$ cat config.mk
export PLATFORM = sky130hd
export DESIGN_NAME = router_port_rx
export DESIGN_NICKNAME = d
export VERILOG_FILES = /design/src/rtl/router_rx_pkg.sv /design/src/rtl/router_rx_fifo.sv /design/src/rtl/router_port_rx.sv
export SDC_FILE = /design/constraint.sdc
export NUM_CORES = 1
export LEC_CHECK = 0
export ABC_AREA = 1
export BUFFER_PORTS_ARGS = -buffer_cell sky130_fd_sc_hd__buf_2
export CAP_MARGIN = 20
export CORE_MARGIN = 4
export CORE_UTILIZATION = 65
export CTS_BUF_LIST = sky130_fd_sc_hd__clkbuf_16
export CTS_CLUSTER_DIAMETER = 80
export CTS_CLUSTER_SIZE = 12
export DETAILED_ROUTE_END_ITERATION = 12
export GPL_TIMING_DRIVEN = 0
export PLACE_DENSITY = 0.84
export REMOVE_ABC_BUFFERS = 1
export SLEW_MARGIN = 30
export SYNTH_ARGS = -nofsm -noshare
export SYNTH_HDL_FRONTEND = slang
export SYNTH_SLANG_ARGS = --single-unit
export TNS_END_PERCENT = 30
$ cat constraint.sdc
create_clock -name clock -period 4 [get_ports clock]
set_input_delay 0.8 -clock clock [delete_from_list [all_inputs] [get_ports clock]]
set_output_delay 0.8 -clock clock [all_outputs]
set_load 0.02 [all_outputs]
$ cat src/rtl/router_rx_pkg.sv
// Shared types for the per-port serial receiver: FSM state encoding,
// the FIFO entry layout and the address width.
package router_rx_pkg;

  localparam int ADDR_BITS = 4;

  typedef enum logic [2:0] {
    IDLE  = 3'd0,
    ADDR  = 3'd1,
    PAD   = 3'd2,
    DATA  = 3'd3,
    DRAIN = 3'd4
  } rx_state_e;

  typedef struct packed {
    logic       last;
    logic [7:0] data;
  } rx_entry_t;

endpackage

$ cat src/rtl/router_rx_fifo.sv
// Synchronous FIFO of rx_entry_t. Pointers carry one extra wrap bit so that
// full and empty are distinguishable without a separate counter. A push into
// a full FIFO is accepted only when a pop happens in the same cycle.
module router_rx_fifo
  import router_rx_pkg::*;
#(
  parameter int DEPTH = 4
) (
  input  logic      clock,
  input  logic      reset_n,
  input  logic      push_i,
  input  rx_entry_t push_data_i,
  output logic      full_o,
  input  logic      pop_i,
  output rx_entry_t pop_data_o,
  output logic      empty_o
);

  localparam int AW = $clog2(DEPTH);
  localparam logic [AW:0] PTR_ONE = {{AW{1'b0}}, 1'b1};

  logic [AW:0] r_wr_ptr;
  logic [AW:0] r_rd_ptr;
  rx_entry_t   r_mem [DEPTH];
  logic        w_push_ok;
  logic        w_pop_ok;

  assign empty_o    = (r_wr_ptr == r_rd_ptr);
  assign full_o     = (r_wr_ptr[AW-1:0] == r_rd_ptr[AW-1:0]) &&
                      (r_wr_ptr[AW] != r_rd_ptr[AW]);
  assign w_pop_ok   = pop_i && !empty_o;
  assign w_push_ok  = push_i && (!full_o || w_pop_ok);
  assign pop_data_o = r_mem[r_rd_ptr[AW-1:0]];

  // Storage and pointer update; storage is cleared so the head reads 0 after reset
  always_ff @(posedge clock or negedge reset_n) begin
    if (!reset_n) begin
      r_wr_ptr <= '0;
      r_rd_ptr <= '0;
      for (int i = 0; i < DEPTH; i++) begin
        r_mem[i] <= '0;
      end
    end else begin
      if (w_push_ok) begin
        r_mem[r_wr_ptr[AW-1:0]] <= push_data_i;
        r_wr_ptr                <= r_wr_ptr + PTR_ONE;
      end
      if (w_pop_ok) begin
        r_rd_ptr <= r_rd_ptr + PTR_ONE;
      end
    end
  end

endmodule

$ cat src/rtl/router_port_rx.sv
// Per-port serial receiver: decodes address, padding and LSB-first payload
// bytes from din/frame_n/valid_n and queues {last, byte} entries.
//
// Output handshake: an entry transfers on a rising clock edge where rx_valid_o
// and rx_ready_i are both high. rx_valid_o never depends on rx_ready_i, and
// rx_data_o/rx_last_o hold their value while rx_valid_o is high and
// rx_ready_i is low.
module router_port_rx
  import router_rx_pkg::*;
#(
  parameter int PAD_CYCLES = 5,
  parameter int FIFO_DEPTH = 4
) (
  input  logic                 clock,
  input  logic                 reset_n,
  input  logic                 din,
  input  logic                 frame_n,
  input  logic                 valid_n,
  output logic [ADDR_BITS-1:0] addr_o,
  output logic                 addr_valid_o,
  output logic [7:0]           rx_data_o,
  output logic                 rx_last_o,
  output logic                 rx_valid_o,
  input  logic                 rx_ready_i,
  output logic                 busy_o,
  output logic                 err_o,
  output logic                 ovf_o
);

  localparam int AIW = $clog2(ADDR_BITS);

  rx_state_e            r_state;
  logic                 r_frame_q;
  logic [7:0]           r_cnt;
  logic [ADDR_BITS-1:0] r_addr_sh;
  logic [ADDR_BITS-1:0] r_addr;
  logic                 r_addr_valid;
  logic [7:0]           r_byte_sh;
  logic [2:0]           r_bitcnt;
  logic                 r_push;
  rx_entry_t            r_push_entry;
  logic                 r_err;
  logic                 r_ovf;

  logic [ADDR_BITS-1:0] w_addr_full;
  logic [7:0]           w_byte_full;
  logic                 w_start;
  logic                 w_full;
  logic                 w_empty;
  logic                 w_pop;
  rx_entry_t            w_head;

  // A packet starts only on a high-to-low frame_n edge seen from IDLE, so a
  // reset in the middle of a packet does not decode its tail.
  assign w_start = (r_state == IDLE) && !frame_n && r_frame_q;
  assign w_pop   = rx_ready_i && !w_empty;

  // Complete address/byte including the bit arriving this cycle
  always_comb begin
    w_addr_full                = r_addr_sh;
    w_addr_full[ADDR_BITS-1]   = din;
    w_byte_full                = r_byte_sh;
    w_byte_full[7]             = din;
  end

  // Protocol FSM with address/payload deserializers
  always_ff @(posedge clock or negedge reset_n) begin
    if (!reset_n) begin
      r_state      <= IDLE;
      r_frame_q    <= 1'b0;
      r_cnt        <= '0;
      r_addr_sh    <= '0;
      r_addr       <= '0;
      r_addr_valid <= 1'b0;
      r_byte_sh    <= '0;
      r_bitcnt     <= '0;
      r_push       <= 1'b0;
      r_push_entry <= '0;
      r_err        <= 1'b0;
    end else begin
      r_frame_q    <= frame_n;
      r_addr_valid <= 1'b0;
      r_err        <= 1'b0;
      r_push       <= 1'b0;
      case (r_state)
        IDLE: begin
          if (w_start) begin
            r_addr_sh <= {{(ADDR_BITS-1){1'b0}}, din};
            r_cnt     <= 8'd1;
            r_state   <= ADDR;
          end
        end
        ADDR: begin
          if (frame_n) begin
            r_err   <= 1'b1;
            r_cnt   <= '0;
            r_state <= IDLE;
          end else begin
            r_addr_sh[r_cnt[AIW-1:0]] <= din;
            if (r_cnt == 8'(ADDR_BITS - 1)) begin
              r_addr       <= w_addr_full;
              r_addr_valid <= 1'b1;
              r_cnt        <= '0;
              r_state      <= PAD;
            end else begin
              r_cnt <= r_cnt + 8'd1;
            end
          end
        end
        PAD: begin
          if (frame_n) begin
            r_err   <= 1'b1;
            r_cnt   <= '0;
            r_state <= IDLE;
          end else if (!valid_n) begin
            r_err   <= 1'b1;
            r_cnt   <= '0;
            r_state <= DRAIN;
          end else if (r_cnt == 8'(PAD_CYCLES - 1)) begin
            r_cnt     <= '0;
            r_bitcnt  <= '0;
            r_byte_sh <= '0;
            r_state   <= DATA;
          end else begin
            r_cnt <= r_cnt + 8'd1;
          end
        end
        DATA: begin
          if (!valid_n) begin
            if (r_bitcnt == 3'd7) begin
              r_push       <= 1'b1;
              r_push_entry <= '{last: frame_n, data: w_byte_full};
              r_bitcnt     <= '0;
              r_byte_sh    <= '0;
              if (frame_n) begin
                r_state <= IDLE;
              end
            end else if (frame_n) begin
              // Packet ended mid-byte: the partial byte is discarded
              r_err     <= 1'b1;
              r_bitcnt  <= '0;
              r_byte_sh <= '0;
              r_state   <= IDLE;
            end else begin
              r_byte_sh[r_bitcnt] <= din;
              r_bitcnt            <= r_bitcnt + 3'd1;
            end
          end else if (frame_n) begin
            // Frame closed without a payload bit: treat as a truncated packet
            r_err     <= 1'b1;
            r_bitcnt  <= '0;
            r_byte_sh <= '0;
            r_state   <= IDLE;
          end
        end
        DRAIN: begin
          if (frame_n) begin
            r_state <= IDLE;
          end
        end
        default: begin
          r_state <= IDLE;
        end
      endcase
    end
  end

  // Sticky overflow: set on a dropped push, cleared when a new packet starts
  always_ff @(posedge clock or negedge reset_n) begin
    if (!reset_n) begin
      r_ovf <= 1'b0;
    end else if (r_push && w_full && !w_pop) begin
      r_ovf <= 1'b1;
    end else if (w_start) begin
      r_ovf <= 1'b0;
    end
  end

  router_rx_fifo #(
    .DEPTH (FIFO_DEPTH)
  ) u_fifo (
    .clock       (clock),
    .reset_n     (reset_n),
    .push_i      (r_push),
    .push_data_i (r_push_entry),
    .full_o      (w_full),
    .pop_i       (rx_ready_i),
    .pop_data_o  (w_head),
    .empty_o     (w_empty)
  );

  assign addr_o       = r_addr;
  assign addr_valid_o = r_addr_valid;
  assign rx_data_o    = w_head.data;
  assign rx_last_o    = w_head.last;
  assign rx_valid_o   = !w_empty;
  assign busy_o       = (r_state != IDLE);
  assign err_o        = r_err;
  assign ovf_o        = r_ovf;

endmodule

==> results.json, run 1 <==
{
  "fmaxAchievable_ghz": 0.358,
  "die_height_um": 88.7,
  "synthCells": 536,
  "dr.pass1.iters": 5,
  "area_growth_pct": 10.7,
  "start_util_pct": 66.7,
  "fp.dieW_um": 88.7,
  "post_drt_wl_per_cell_um": 14.4,
  "synth_seq_area_share_pct": 49.6,
  "drc": 0,
  "rsz0062_at_grt": "false",
  "place_hpwl_um": 5790,
  "grt_max_degree": 56,
  "clock_path_buffers": 2,
  "gp_congestion": 0.918,
  "synth_most_common_cell": "nand2_1",
  "nets": 570,
  "clk_latency_ns": 0.33,
  "met2_length_um": 4450,
  "drtIter0Drc": 337,
  "crit_path_end_kind": "primary output",
  "skew_ns": 0.00571,
  "power_density_nw_per_um2": 584,
  "r2r_cells": 6,
  "yosys_warnings": 0,
  "worst_slew_pin_slew_ns": 0.822,
  "rows": 29,
  "topRoutingLayerUsed": "met4",
  "yosys.area.top_type": "dfrtp_1",
  "postCtsSetupBuffers": 0,
  "coreArea_um2": 6350,
  "antenna_cells": 0,
  "drt_wl_total_um": 9130,
  "placed_cell_area_um2": 4400,
  "via_per_inst": 5.77,
  "synth-seq-cells": 84,
  "gr-total-overflow": 0,
  "finalNonFillerCells": 635,
  "ant_nets": 0,
  "clk_pin_slew_worst_paths_ns": 0.06,
  "ios": 24,
  "path_class": "register to primary output",
  "vias": 3662,
  "slew_violations": 0,
  "period_share_pct": 69.9,
  "synth_top_area_share_pct": 49.6,
  "final_hold_viol_count": 0,
  "synth.top_cells.by_count": "nand2_1 (196), dfrtp_1 (84), nand4_1 (45)",
  "port-buffer-count": 23,
  "avgSynthCellArea_um2": 7.91,
  "yosys-top-cells-area": "dfrtp_1 (50%), nand2_1 (17%), nand4_1 (6.6%), o21ai_0 (4.4%), nor2_1 (3.9%)",
  "drt-met1-wl_um": 3990,
  "setup_viol": 0,
  "worst_setup_path_start_kind": "register",
  "die_area_um2": 7880,
  "cts_root_buffer": "clkbuf_16",
  "period_needed_ns": 2.79,
  "cp_max_fo": 22,
  "cts.sinks": 84,
  "synth_flop_cell": "dfrtp_1",
  "antenna_found_initial": 0,
  "cts_made_buffers": 9,
  "cap_violations": 0,
  "utilization_pct": 73.9,
  "peakVddDrop_uv": 539,
  "post-route-cell-area_um2": 4690,
  "track_usage_pct": 25.5,
  "max-slew-margin-rel_pct": 45.2,
  "drive_gt1_share_pct": 9.86,
  "crit_required_ns": 3.20,
  "grt_pass1_wl_um": 15700,
  "synth_edf_count": 0,
  "dr_wl_met3_um": 502,
  "synth_area_um2": 4240,
  "grt_pass1_vias": 3445,
  "synth.distinct_cells": 27,
  "hold_buffers": 0,
  "async_flop_share_pct": 100,
  "fin_setup_tns_ns": 0,
  "total_power_uw": 2740,
  "h-tree-depth": 3,
  "cts_tree": "done",
  "status": "finished, final reports clean",
  "cp.arrival_ns": 1.99,
  "leakage_uw": 0.00251,
  "post_cts_resized": 0,
  "reg2reg_slack_ns": 1.82,
  "placed_cells": 619,
  "hold_class": "primary input to asynchronous set/reset pin"
}
[cell type report]
class / count / area (um^2)
repair buffers: 24 / 149
clock inverters: 7 / 62.6
fillers: 471 / 1660
flip-flops and latches: 84 / 2100
inverters: 36 / 135
multi-input cells: 398 / 1920
well taps: 77 / 96.3
clock buffers: 9 / 225
[path summary, 6_finish.rpt]
path                               startpoint                to
hold / removal                        reset_n   u_fifo.r_mem[7]
setup reg to reg           u_fifo.r_rd_ptr[0]  u_fifo.r_mem[27]
max in group asynchronous             reset_n            r_push
min in group clock           u_fifo.r_mem[26]  u_fifo.r_mem[26]
setup / recovery           u_fifo.r_rd_ptr[0]         rx_last_o
hold reg to reg              u_fifo.r_mem[26]  u_fifo.r_mem[26]
[stage by stage]
step                      hold WS (ns)  setup WS [ns]
after global placement           0.449           1.51
after detailed placement         0.453           1.55
final                            0.342           1.21
after floorplan                  0.437           1.97
after CTS                        0.345           1.19
after global routing             0.360           1.02
[state kept, by name (all words and copies together), names as in the netlist]
register / cells
u_fifo.r_mem: 36
r_push_entry: 9
r_cnt: 8
r_byte_sh: 7
addr_o: 4
r_addr_sh: 3
r_bitcnt: 3
r_state: 3
u_fifo.r_rd_ptr: 3
u_fifo.r_wr_ptr: 3
addr_valid_o: 1
err_o: 1
ovf_o: 1
r_frame_q: 1
r_push: 1
[placed cells by master, fill, tap and decap left out, types with 2 or more instances in the layout]
master	count
buf_2	22
dfrtp_1	83
clkbuf_16	9
o21ai_1	2
inv_2	4
nand4_1	45
nand3_2	4
xnor2_1	3
a21oi_1	3
xor2_1	3
nand2_2	2
nand2_1	196
nor2_1	44
ha_1	11
nor2_2	4
clkinv_1	4
inv_1	31
nand3_1	30
o21ai_0	37
o22ai_1	9
[power by group]
group / switching (uW) / total (uW) / internal, uW
combinational: 593 / 867 / 274
sequential: 141 / 1070 / 933
clock: 321 / 798 / 477
[critical path, stage by stage (launching register included)]
cell,delay [ns]
dfrtp_1,0.82
inv_2,0.31
o21ai_0,0.25
o22ai_1,0.12
buf_2,0.17
[routing by layer]
layer,global-route usage [%],vias to the layer above
met3,4.28,18
met4,11.7,0
met5,0,-
met1,33.2,1716
met2,41.7,119
li1,-,1809
[logic make-up (layout without fill, tap and decap cells)]
group	after synthesis	in the layout	synth area share, %
AO/OA/AOI/OAI	53	53	6.70
XOR/XNOR	6	6	1.24
adder cells (fa/ha/maj)	11	11	3.25
buffers and inverters	54	76	5.14
flip-flops	84	84	49.6
AND/OR/NAND/NOR	328	328	34.1
(Power assumes the default switching activity.)
==> run 2: changes to the inputs <==
--- a/config.mk
+++ b/config.mk
@@ -9,13 +9,13 @@
 export BUFFER_PORTS_ARGS = -buffer_cell sky130_fd_sc_hd__buf_2
 export CAP_MARGIN = 20
 export CORE_MARGIN = 4
-export CORE_UTILIZATION = 65
+export CORE_UTILIZATION = 55
 export CTS_BUF_LIST = sky130_fd_sc_hd__clkbuf_16
 export CTS_CLUSTER_DIAMETER = 80
 export CTS_CLUSTER_SIZE = 12
 export DETAILED_ROUTE_END_ITERATION = 12
 export GPL_TIMING_DRIVEN = 0
-export PLACE_DENSITY = 0.84
+export PLACE_DENSITY = 0.76
 export REMOVE_ABC_BUFFERS = 1
 export SLEW_MARGIN = 30
 export SYNTH_ARGS = -nofsm -noshare
==> constraint.sdc (replaced) <==
create_clock -name clock -period 2.55 [get_ports clock]
set_input_delay 0.51 -clock clock [delete_from_list [all_inputs] [get_ports clock]]
set_output_delay 0.51 -clock clock [all_outputs]
set_load 0.02 [all_outputs]
==> run 2 against run 1 <==
Final cell count grew 3.5%. First-iteration DRC count shrank 46%. Worst hold slack lost 0.31 ns. Non-clock buffer count is the same. Clock skew grew 0.0031 ns. Clock-buffer cell count is the same. Wire length shrank 1.6%. Final area grew 0.48%. Critical endpoint unchanged.
==> results.json, run 2 (synthesis results as in run 1) <==
{
  "status": "finished, final reports clean",
  "cts_tree": "done",
  "cts.sinks": 84,
  "power_density_nw_per_um2": 902,
  "die_area_um2": 9170,
  "max-slew-margin-rel_pct": 46.3,
  "slew_violations": 0,
  "hold_class": "primary input to asynchronous set/reset pin",
  "cts_root_buffer": "clkbuf_16",
  "period_needed_ns": 2.27,
  "vias": 3598,
  "clk_pin_slew_worst_paths_ns": 0.06,
  "hold-worst-slack_ns": 0.0311,
  "final_common_cell": "nand2_1",
  "postCtsSetupBuffers": 0,
  "worst_setup_path_start_kind": "register",
  "grt_max_degree": 58,
  "clock_path_buffers": 2,
  "crit_required_ns": 2.04,
  "cap_violations": 0,
  "grt_pass1_vias": 3503,
  "post-route-cell-area_um2": 4710,
  "total_power_uw": 4250,
  "setup_viol": 0,
  "critical_path.startpoint": "u_fifo.r_rd_ptr[0]",
  "rsz0062_at_grt": "false",
  "place_hpwl_um": 6130,
  "cp.arrival_ns": 1.76,
  "hold_buffers": 0,
  "port-buffer-count": 23,
  "via_per_inst": 5.48,
  "timing.final.ws_setup_ns": 0.275,
  "drt_wl_total_um": 8980,
  "drive_gt1_share_pct": 10.6,
  "p_comb_share_pct": 31.7,
  "worst_slew_pin_slew_ns": 0.806,
  "pre_cts_ws_ns": 0.368,
  "sequentialPowerShare_pct": 39.5,
  "coreArea_um2": 7370,
  "r2r_cells": 6,
  "top_regs": "u_fifo.r_mem: 36 flops, r_push_entry: 9 flops, r_cnt: 8 flops",
  "nets": 570,
  "clk_latency_ns": 0.34,
  "area_growth_pct": 11.2,
  "gp_congestion": 0.897,
  "drtIter0Drc": 182,
  "cp_max_fo": 22,
  "path_class": "register to primary output",
  "r2r_start": "u_fifo.r_rd_ptr[1]",
  "antenna_cells": 0,
  "clkPwrFrac_pct": 28.8,
  "fp.dieW_um": 95.8,
  "grt_pass1_wl_um": 16000,
  "largest_reg_flops": 36,
  "crit_path_end_kind": "primary output",
  "placed_cell_area_um2": 4430,
  "peakVddDrop_uv": 444,
  "ant_nets": 0,
  "dr.pass1.iters": 7,
  "track_usage_pct": 22.0,
  "final_hold_viol_count": 0,
  "ios": 24,
  "gr-total-overflow": 0,
  "multi_input_area_um2": 1920,
  "switching_share_pct": 39.6,
  "reg2reg_slack_ns": 0.55,
  "leakage_uw": 0.00250,
  "period_share_pct": 89.2,
  "cts_made_buffers": 9,
  "final_cell_mix": "nand2_1 (196), dfrtp_1 (82), nand4_1 (45)",
  "fillerInstances": 647,
  "regArea_um2": 2100,
  "p_int_uw": 2570,
  "antenna_found_initial": 0,
  "drc": 0,
  "regMostFlops": "u_fifo.r_mem",
  "die_height_um": 95.8,
  "skew_ns": 0.00883,
  "rows": 31,
  "h-tree-depth": 3,
  "p_switching_uw": 1680,
  "fin_setup_tns_ns": 0,
  "fmaxAchievable_ghz": 0.440,
  "start_util_pct": 57.5,
  "post_drt_wl_per_cell_um": 13.7
}
==> run 2: changes by cell type in the layout (fill, tap and decap cells not counted), sizes merged <==
cell,before,now
bufinv,1,0
inv,35,36
==> run 2: final cells by class <==
cell class / instances / area share (%)
Clock inverter: 7 / 1.19
Multi-Input combinational cell: 398 / 40.7
Inverter: 36 / 2.87
Clock buffer: 9 / 4.78
Tap cell: 99 / 2.63
Sequential cell: 84 / 44.7
Timing Repair Buffer: 24 / 3.16
==> run 2: timing repair <==
item | in CTS | in global routing
hold endpoints to repair | 0 | 0
gates resized for setup | 0 | 1
setup endpoints to repair | 0 | 9
==> run 2: metal layers <==
layer  wire length (um)  global-route usage, %  vias to the layer above  share of wire (%)
met4                141                   9.00                        0                1.6
met3                488                   3.83                       14                5.4
li1                   -                      -                     1811                  -
met5                  0                      0                        -                  0
met1               4190                   29.8                     1683                 47
met2               4160                   35.0                       90                 46
==> run 2: worst max-delay path, cell delays in order, from the launching register on <==
cell,delay (ns)
dfrtp_2,0.56
inv_2,0.34
o21ai_0,0.13
o22ai_1,0.19
buf_2,0.21
==> run 2: path summary, 6_finish.rpt <==
check | to
max | rx_last_o
min | u_fifo.r_rd_ptr[1]
max reg2reg | u_fifo.r_mem[34]
min reg2reg | u_fifo.r_mem[15]
max in group asynchronous | r_push
min in group clock | r_frame_q
==> run 2: power by group through the flow <==
stage / Clock [uW] / Combinational [uW] / Sequential [uW]
floorplan: 0 / 939 / 1670
global placement: 0 / 1300 / 1690
detailed placement: 0 / 1350 / 1700
CTS: 1250 / 1350 / 1670
global route: 1310 / 1530 / 1700
finish: 1220 / 1350 / 1680
==> run 2: stage by stage <==
| step | utilization (%) | std cells |
|---|---|---|
| 5_1_grt | 63.9 | 657 |
| 4_1_cts | 63.9 | 657 |
| 3_3_place_gp | 59.6 | 640 |
| 3_5_place_dp | 60.1 | 641 |
| 2_1_floorplan | - | 518 |
| 6_report | 63.9 | 657 |
==> run 3: changes to the inputs <==
--- a/config.mk
+++ b/config.mk
@@ -9,13 +9,13 @@
 export BUFFER_PORTS_ARGS = -buffer_cell sky130_fd_sc_hd__buf_2
 export CAP_MARGIN = 20
 export CORE_MARGIN = 4
-export CORE_UTILIZATION = 55
+export CORE_UTILIZATION = 61
 export CTS_BUF_LIST = sky130_fd_sc_hd__clkbuf_16
 export CTS_CLUSTER_DIAMETER = 80
 export CTS_CLUSTER_SIZE = 12
 export DETAILED_ROUTE_END_ITERATION = 12
 export GPL_TIMING_DRIVEN = 0
-export PLACE_DENSITY = 0.76
+export PLACE_DENSITY = 0.8
 export REMOVE_ABC_BUFFERS = 1
 export SLEW_MARGIN = 30
 export SYNTH_ARGS = -nofsm -noshare
==> constraint.sdc (replaced) <==
create_clock -name clock -period 2.4 [get_ports clock]
set_input_delay 0.48 -clock clock [delete_from_list [all_inputs] [get_ports clock]]
set_output_delay 0.48 -clock clock [all_outputs]
set_load 0.02 [all_outputs]
==> run 3 against run 2 <==
Register-to-register slack got worse by 0.14 ns. Combinational power rose by 6%. Largest power group unchanged. Final area rose by 0.56%. Die area fell by 9.0%.
==> results.json, run 3 (synthesis results as in run 1) <==
{
  "drc": 0,
  "largest_reg_flops": 36,
  "start_util_pct": 62.7,
  "postCtsSetupBuffers": 0,
  "ant_nets": 0,
  "gp_congestion": 0.907,
  "final_hold_viol_count": 0,
  "die_area_um2": 8340,
  "slew_violations": 0,
  "period_needed_ns": 2.26,
  "crit_path_end_kind": "primary output",
  "finalNonFillerCells": 637,
  "post_cts_resized": 1,
  "dr.pass1.iters": 5,
  "final_cell_mix": "nand2_1 (196), dfrtp_1 (82), nand4_1 (45)",
  "worst_slew_pin_slew_ns": 0.827,
  "area_growth_pct": 11.8,
  "cts_tree": "done",
  "port-buffer-count": 23,
  "cap_violations": 0,
  "clk_latency_ns": 0.33,
  "path_class": "register to primary output",
  "antenna_cells": 0,
  "nets": 570,
  "post-route-cell-area_um2": 4740,
  "r2r_cells": 6,
  "leakage_uw": 0.00252,
  "vias": 3687,
  "cts_made_buffers": 9,
  "place_hpwl_um": 6130,
  "peakVddDrop_uv": 522,
  "gr-total-overflow": 0,
  "h-tree-depth": 3,
  "fp.dieW_um": 91.4,
  "placed_cells": 622,
  "final_common_cell": "nand2_1",
  "fmaxAchievable_ghz": 0.442,
  "max-slew-margin-rel_pct": 44.8,
  "power_density_nw_per_um2": 1000,
  "r2r_start": "u_fifo.r_rd_ptr[0]",
  "critical_path.startpoint": "u_fifo.r_rd_ptr[0]",
  "cp_max_fo": 22,
  "cts.sinks": 84,
  "clk_pin_slew_worst_paths_ns": 0.06,
  "antenna_found_initial": 0,
  "drtIter0Drc": 256,
  "rsz0062_at_grt": "false",
  "regMostFlops": "u_fifo.r_mem",
  "clock_path_buffers": 2,
  "hold_class": "primary input to asynchronous set/reset pin",
  "ios": 24,
  "reg2reg_slack_ns": 0.41,
  "hold_buffers": 0,
  "fin_setup_tns_ns": 0,
  "drt_wl_total_um": 9290,
  "grt_max_degree": 59,
  "post_drt_wl_per_cell_um": 14.6,
  "placed_cell_area_um2": 4410,
  "top_regs": "u_fifo.r_mem: 36 flops, r_push_entry: 9 flops, r_cnt: 8 flops",
  "rows": 30,
  "setup_viol": 0,
  "coreArea_um2": 6760,
  "die_height_um": 91.4,
  "drive_gt1_share_pct": 10.2,
  "period_share_pct": 94.2,
  "cp.arrival_ns": 1.78,
  "via_per_inst": 5.79,
  "grt_pass1_wl_um": 15800,
  "grt_pass1_vias": 3384,
  "worst_setup_path_start_kind": "register",
  "crit_required_ns": 1.92,
  "fillerInstances": 528,
  "cts_root_buffer": "clkbuf_16",
  "skew_ns": 0.00700,
  "rr_endpoint": "u_fifo.r_mem[26]",
  "track_usage_pct": 23.4,
  "status": "finished, final reports clean"
}
## run 3: worst max path at each step
stage | endpoint | slack (ns)
after floorplan | rx_data_o[0] | 0.69
after CTS | rx_data_o[2] | 0.17
final | rx_data_o[4] | 0.14
after global placement | r_byte_sh[1] | 0.21
after global routing | rx_data_o[5] | 0.05
after detailed placement | rx_data_o[2] | 0.23
## run 3: stage by stage
step / utilization [%] / total power, uW / hold slack (ns) / setup slack, ns
3_3_place_gp: 64.7 / 3170 / 0.450 / 0.212
4_1_cts: 70.1 / 4770 / 0.00643 / 0.167
6_report: 70.1 / 4760 / 0.00355 / 0.138
3_5_place_dp: 65.2 / 3220 / 0.363 / 0.232
2_1_floorplan: - / 2770 / 0.184 / 0.695
5_1_grt: 70.1 / 5070 / 0.0114 / 0.0550
## run 3: final cells by class
class / count / area [um^2] / area share (%)
repair buffers: 24 / 149 / 3.14
multi-input cells: 398 / 1920 / 40.5
clock buffers: 9 / 225 / 4.75
inverters: 36 / 135 / 2.85
well taps: 80 / 100 / 2.11
clock inverters: 6 / 106 / 2.24
flip-flops and latches: 84 / 2100 / 44.4
## run 3: routing by layer
layer / global-route usage [%] / part of all wire, % / vias to the layer above
li1: - / - / 1812
met1: 31.8 / 43 / 1718
met2: 38.2 / 49 / 138
met3: 3.48 / 6.1 / 19
met4: 8.29 / 2.1 / 0
met5: 0 / 0 / -
## run 3: power breakdown
| part | total [uW] | internal [uW] | switching (uW) |
|---|---|---|---|
| Clock | 1540 | 1000 | 537 |
| Combinational | 1430 | 456 | 974 |
| Sequential | 1790 | 1560 | 231 |
## run 3: critical path: stages (launching register included)
cell and delay, ns:
dfrtp_2 0.57, inv_2 0.33, o21ai_0 0.13, o22ai_1 0.20
buf_2 0.21
